<file path="config.mk">
export PLATFORM = sky130hd
export DESIGN_NAME = note_sequencer
export DESIGN_NICKNAME = d
export VERILOG_FILES = /design/src/rtl/note_sequencer.sv
export SDC_FILE = /design/constraint.sdc
export NUM_CORES = 1
export LEC_CHECK = 0
export ABC_AREA = 0
export CORE_MARGIN = 10
export CORE_UTILIZATION = 45
export DETAILED_ROUTE_END_ITERATION = 8
export RECOVER_POWER = 100
export SLEW_MARGIN = 20
export SYNTH_ARGS = -nofsm -noshare
export SYNTH_HDL_FRONTEND = slang
export SYNTH_SLANG_ARGS = --single-unit
</file>
<file path="constraint.sdc">
create_clock -name clk -period 2.8 [get_ports clk]
set_input_delay 0.84 -clock clk [delete_from_list [all_inputs] [get_ports clk]]
set_output_delay 0.84 -clock clk [all_outputs]
set_load 0.02 [all_outputs]
</file>
<file path="src/rtl/note_sequencer.sv">
// note_sequencer
//
// Plays a programmable table of (note, duration) entries, one step per tempo
// tick. Each entry sounds for `dur` ticks with gate high, followed by one tick
// of articulation silence (gate low, note held), then the next entry. An entry
// with dur = 0 marks the end of the sequence. At the end the sequencer either
// restarts at entry 0 (loop = 1) or returns to idle and pulses done.
//
// Parameters:
//   DEPTH   table entries (power of two, >= 2)
//   AW      table address width, log2(DEPTH)
//   NOTE_W  note code width
//   DUR_W   duration field width, in ticks
//
// Ports:
//   clk       system clock
//   rst_n     asynchronous active-low reset; also clears the table
//   tick      single-cycle tempo enable
//   wr_en     table write strobe (accepted only while idle)
//   wr_addr   table write address
//   wr_note   note code to write
//   wr_dur    duration to write; 0 = end-of-sequence marker
//   start     begin playback from entry 0 when idle
//   stop      abort playback; overrides start and tick
//   loop      sampled at end of sequence; 1 = restart at entry 0
//   note      current note code (0 while idle)
//   gate      high while a note sounds
//   step_idx  index of the current entry (0 while idle)
//   busy      high in any state except idle
//   done      one-cycle pulse on natural completion
//   wr_err    one-cycle pulse when a write is dropped

module note_sequencer #(
    parameter int unsigned DEPTH  = 16,
    parameter int unsigned AW     = 4,
    parameter int unsigned NOTE_W = 7,
    parameter int unsigned DUR_W  = 4
) (
    input  logic              clk,
    input  logic              rst_n,
    input  logic              tick,
    input  logic              wr_en,
    input  logic [AW-1:0]     wr_addr,
    input  logic [NOTE_W-1:0] wr_note,
    input  logic [DUR_W-1:0]  wr_dur,
    input  logic              start,
    input  logic              stop,
    input  logic              loop,
    output logic [NOTE_W-1:0] note,
    output logic              gate,
    output logic [AW-1:0]     step_idx,
    output logic              busy,
    output logic              done,
    output logic              wr_err
);

    localparam logic [1:0] StIdle = 2'd0;
    localparam logic [1:0] StNote = 2'd1;
    localparam logic [1:0] StGap  = 2'd2;

    localparam logic [AW-1:0] LastIdx = AW'(DEPTH - 1);

    // Sequence table
    logic [NOTE_W-1:0] tbl_note_q [DEPTH];
    logic [DUR_W-1:0]  tbl_dur_q  [DEPTH];

    // Control state and registered outputs
    logic [1:0]        state_q, state_d;
    logic [DUR_W-1:0]  rem_q, rem_d;
    logic [NOTE_W-1:0] note_q, note_d;
    logic              gate_q, gate_d;
    logic [AW-1:0]     step_q, step_d;
    logic              done_q, done_d;
    logic              wr_err_q, wr_err_d;

    logic              is_idle;
    logic              wr_ok;
    logic [AW-1:0]     nxt_idx;
    logic              is_last;
    logic              load_en;
    logic [AW-1:0]     load_idx;

    assign is_idle = (state_q == StIdle);
    assign wr_ok   = wr_en && is_idle;
    assign nxt_idx = step_q + AW'(1);
    assign is_last = (step_q == LastIdx);

    // ------------------------------------------------------------------
    // Table storage. A write in the same cycle as start lands here, while
    // the start decision below still sees the pre-write contents.
    // ------------------------------------------------------------------
    always_ff @(posedge clk or negedge rst_n) begin
        if (!rst_n) begin
            for (int i = 0; i < int'(DEPTH); i++) begin
                tbl_note_q[i] <= '0;
                tbl_dur_q[i]  <= '0;
            end
        end else if (wr_ok) begin
            tbl_note_q[wr_addr] <= wr_note;
            tbl_dur_q[wr_addr]  <= wr_dur;
        end
    end

    // ------------------------------------------------------------------
    // Next-state logic
    // ------------------------------------------------------------------
    always_comb begin
        state_d  = state_q;
        rem_d    = rem_q;
        note_d   = note_q;
        gate_d   = gate_q;
        step_d   = step_q;
        done_d   = 1'b0;
        wr_err_d = wr_en && !is_idle;
        load_en  = 1'b0;
        load_idx = '0;

        if (stop) begin
            state_d = StIdle;
            rem_d   = '0;
            note_d  = '0;
            gate_d  = 1'b0;
            step_d  = '0;
        end else begin
            unique case (state_q)
                StIdle: begin
                    if (start) begin
                        if (tbl_dur_q[0] != '0) begin
                            load_en  = 1'b1;
                            load_idx = '0;
                        end else begin
                            // Empty sequence: complete at once, gate never rises
                            done_d = 1'b1;
                        end
                    end
                end

                StNote: begin
                    if (tick) begin
                        if (rem_q == DUR_W'(1)) begin
                            state_d = StGap;
                            gate_d  = 1'b0;
                            rem_d   = '0;
                        end else begin
                            rem_d = rem_q - DUR_W'(1);
                        end
                    end
                end

                StGap: begin
                    if (tick) begin
                        if (!is_last && tbl_dur_q[nxt_idx] != '0) begin
                            load_en  = 1'b1;
                            load_idx = nxt_idx;
                        end else if (loop && tbl_dur_q[0] != '0) begin
                            // Entry 0 may have been cleared by a write in the
                            // start cycle; never re-enter NOTE with dur = 0.
                            load_en  = 1'b1;
                            load_idx = '0;
                        end else begin
                            state_d = StIdle;
                            note_d  = '0;
                            step_d  = '0;
                            done_d  = 1'b1;
                        end
                    end
                end

                default: begin
                    state_d = StIdle;
                    rem_d   = '0;
                    note_d  = '0;
                    gate_d  = 1'b0;
                    step_d  = '0;
                end
            endcase

            if (load_en) begin
                state_d = StNote;
                note_d  = tbl_note_q[load_idx];
                rem_d   = tbl_dur_q[load_idx];
                gate_d  = 1'b1;
                step_d  = load_idx;
            end
        end
    end

    // ------------------------------------------------------------------
    // State registers
    // ------------------------------------------------------------------
    always_ff @(posedge clk or negedge rst_n) begin
        if (!rst_n) begin
            state_q  <= StIdle;
            rem_q    <= '0;
            note_q   <= '0;
            gate_q   <= 1'b0;
            step_q   <= '0;
            done_q   <= 1'b0;
            wr_err_q <= 1'b0;
        end else begin
            state_q  <= state_d;
            rem_q    <= rem_d;
            note_q   <= note_d;
            gate_q   <= gate_d;
            step_q   <= step_d;
            done_q   <= done_d;
            wr_err_q <= wr_err_d;
        end
    end

    assign note     = note_q;
    assign gate     = gate_q;
    assign step_idx = step_q;
    assign busy     = !is_idle;
    assign done     = done_q;
    assign wr_err   = wr_err_q;

endmodule

</file>
==> key figures <==
Floorplan
  • Die area: roughly 28000 µm²
  • Die height: approximately 170 µm
  • Core area: ~21000 µm²
  • Die W: roughly 170 µm
  • Initial Util: a little under half
  • # rows: 53
  • # IOs: 37

Cells and area
  • Nets: 900
  • Filler instances: between 1500 and 2000
  • Combined area of the multi-input logic cells: roughly 4700 µm²
  • Seq. cell area: 4910 µm²
  • Ant diodes: 0
  • Area grow syn2layout: 21.4%
  • Share of layout cells above drive strength 1: 41.4%
  • Post-route cell area: 11700 µm²
  • Final non-filler cell total: about 1200

GRT
  • First-pass GRT wire length: ~40000 µm
  • Initial antenna violation count: 0
  • Vias in the first global route: 7439
  • Largest net degree at the start of global routing: a little over 60
  • GRT overflow: 0
  • Global-route usage over all layers: 18.6%

Drt
  • DR iter-0 viols: about 350
  • Routed via count: between 6000 and 7000
  • DRC: 0
  • Antenna viol nets, final: 0
  • Routed WL per cell: around 22 µm
  • Routed WL: ~26000 µm
  • DR pass1 iterations: 7
  • Via-to-Cell Ratio: slightly below 6

Synthesis
  • Post-synthesis cell type count: 70
  • Sequential area share after synthesis: between 50% and 60%
  • Area leader, netlist: dfrtp_1
  • FF+latch count, synth: between 150 and 200
  • Synth Area in Adders: less than 1%
  • Cell area after synthesis: between 9000 and 10000 µm²
  • Most common flop cell mapped by yosys: dfrtp_1
  • Top cells by instance count after synthesis: 196 x dfrtp_1, 182 x mux2_2, 42 x a21oi_1, 42 x nand2_1, 33 x clkbuf_1
  • Post-Synthesis Cells: between 700 and 800
  • Syn Nets: 800
  • Post-synthesis async set-or-reset flop share: 100%
  • Compound-Gate Fraction of Synth Area: between 10% and 20%
  • Synth area leaders: dfrtp_1 51%, mux2_2 21%, mux4_2 2.8%
  • Yosys warnings: 0
  • Post-Synth Simple-Gate Area: between 7 and 8%
  • Most frequent cell after synthesis: dfrtp_1
  • Post-Synthesis Mean Instance Area: approximately 12 µm²
  • Post-synth EDFFs: 0
  • Synth top area share: about half
  • Xor-xnor portion of the synthesized cell area: 0.339%
  • Post-synthesis mux area share: a little over a quarter
  • Main combinational cell family by area after synthesis: multiplexers

Worst setup path
  • Crit path DAT: between 3 and 4 ns
  • Startpoint Class: flip-flop
  • Setup CP Type: flip-flop to flip-flop
  • Worst EP required: ~3.1 ns
  • Worst Setup End Kind: flip-flop
  • Crit path max fanout: 7

Worst hold path
  • Worst Hold Class: flip-flop to flip-flop

Power
  • Pint: slightly above 0.007 W
  • Comb pwr share: between 30% and 40%
  • Power Dens Cells: between 800 and 900 nW/µm²
  • Final Power: 0.0104 W
  • Peak supply drop: between 0.4 and 0.5 mV
  • Static Leak: about 4.9 nW
  • Reg power frac: between 40% and 50%
  • Psw: around 0.0033 W
  • Sw Ratio: a little under a third
  • Clock share of power: roughly a quarter

Placement
  • Buffers on Ports: 36
  • Area after DPL: roughly 11000 µm²
  • Final Wtd Congestion: between 0.9 and 1
  • Placed cell count: 1122
  • DP HPWL: between 15000 and 20000 µm
  • Setup WS pre-CTS: -0.143 ns

Clock network
  • CTS Sinks: slightly below 200
  • CTS max path bufs: 2
  • Root buffer cell: clkbuf_16
  • H-tree depth: 4
  • CTS Buf Count: 17
  • Clock Latency Late Sink: ~0.44 ns
  • CTS tree: done
  • CTS clk-pin slew, worst paths: 0.07 ns

STA
  • Count of pins over their slew limit: 0
  • Fin crit share: 104%
  • RSZ-0062 raised after global routing: true
  • Final Hold Vio Count: 0
  • Worst-Margin Slew: 1.23 ns
  • Achievable Freq: about 0.34 GHz
  • Setup Skew: just over 0.008 ns
  • Max_slew headroom: between 10% and 20%
  • Final setup fails: 10
  • Final min period: roughly 2.9 ns
  • Final setup margin: -0.0990 ns

Job
  • Max-cap violations: 0

Run status
  • Failing checks: setup timing
  • Status: complete, but fails checks
## critical path, cell delays in order, from the launching register on
cell and delay [ns]:
dfrtp_1 0.42, ha_4 0.29, and2b_4 0.30, a21oi_2 0.07, a221o_1 0.37, a21oi_4 0.27
o21a_4 0.25, buf_6 0.13, nor3_4 0.04, buf_4 0.17, o211ai_1 0.29, a31oi_1 0.15
## sequential cells by signal, summed over array words and instances (netlist names)
name / cells
done: 1
gate: 1
note: 7
rem_q: 4
state_q: 2
step_idx: 4
tbl_dur_q: 64
tbl_note_q: 112
wr_err: 1
## cell type report
type / instances / share of cell area [%]
clock buffers: 20 / 3.91
clock inverters: 10 / 1.07
inverters: 8 / 0.279
multi-input cells: 516 / 40.1
flip-flops and latches: 196 / 42.1
well taps: 275 / 2.95
repair buffers: 136 / 9.60
## cells by family (layout without fill, tap and decap cells)
group           Yosys count  after routing
buf+inv                  64            174
xor+xnor                  2              2
flops                   196            196
compound gates          151            151
fa+ha+maj                 3              3
mux                     215            215
simple gates            144            145
## per-stage QoR
step / hold slack [ns] / TNS [ns] / utilization [%]
2_1_floorplan: 0.470 / 0 / -
3_3_place_gp: 0.482 / -1.23 / 51.7
3_5_place_dp: 0.488 / -1.26 / 51.7
4_1_cts: 0.352 / -0.00352 / 54.7
5_1_grt: 0.518 / -1.33 / 55.5
6_report: 0.502 / -0.562 / 55.5
## metal layers
| metal | wire length, µm | global-route usage, % | share of wire, % |
|---|---|---|---|
| met1 | 11200 | 22.9 | 43 |
| met2 | 13200 | 32.2 | 51 |
| met3 | 1090 | 3.62 | 4.2 |
| met4 | 568 | 5.74 | 2.2 |
| met5 | 0 | 0 | 0 |
## worst paths after layout
path | to | cells past startpoint | slack [ns] | from
worst max-delay path | rem_q[3] | 11 | -0.1 | step_idx[1]
worst min-delay path | tbl_note_q[82] | 1 | 0.50 | tbl_note_q[82]
worst max register to register | rem_q[3] | 11 | -0.1 | step_idx[1]
worst min register to register | tbl_note_q[82] | 1 | 0.50 | tbl_note_q[82]
max in group asynchronous | tbl_note_q[15] | 2 | 0.47 | rst_n
min in group asynchronous | tbl_dur_q[5] | 1 | 0.65 | rst_n
## power groups by stage
stage / combinational (W) / clock, W / sequential [W]
2_1_floorplan: 0.00207 / 0 / 0.00457
3_3_place_gp: 0.00287 / 0 / 0.00477
3_5_place_dp: 0.00298 / 0 / 0.00482
4_1_cts: 0.00301 / 0.00248 / 0.00477
5_1_grt: 0.00341 / 0.00260 / 0.00495
6_report: 0.00313 / 0.00244 / 0.00483
## repair_timing
| item | in CTS | in global routing |
|---|---|---|
| pin swaps | 2 | 21 |
| setup endpoints to repair | 9 | 11 |
| endpoints found under the hold margin | 0 | 0 |
| gates resized for setup | 4 | 50 |
| buffers inserted | 2 | 7 |
| hold buffers | 0 | 0 |
| gates cloned | 0 | 1 |
## layout by cell type (no fill, tap or decap), types with 7 or more instances in the layout
cell type	instances
o21ai_0	9
o221ai_1	9
mux2_2	182
buf_6	9
a2bb2oi_1	7
dlygate4sd3_1	17
mux2i_1	21
nand2_1	42
clkbuf_16	17
clkbuf_1	13
a211oi_1	9
o22ai_1	9
dfrtp_1	195
nor2_1	21
a21oi_1	40
clkbuf_2	11
buf_4	64
nor3_1	12
nand2b_1	9
and2_1	9
clkdlybuf4s50_1	18
a31oi_1	7
mux4_2	12
No activity file was read; power rests on OpenSTA's default activity.
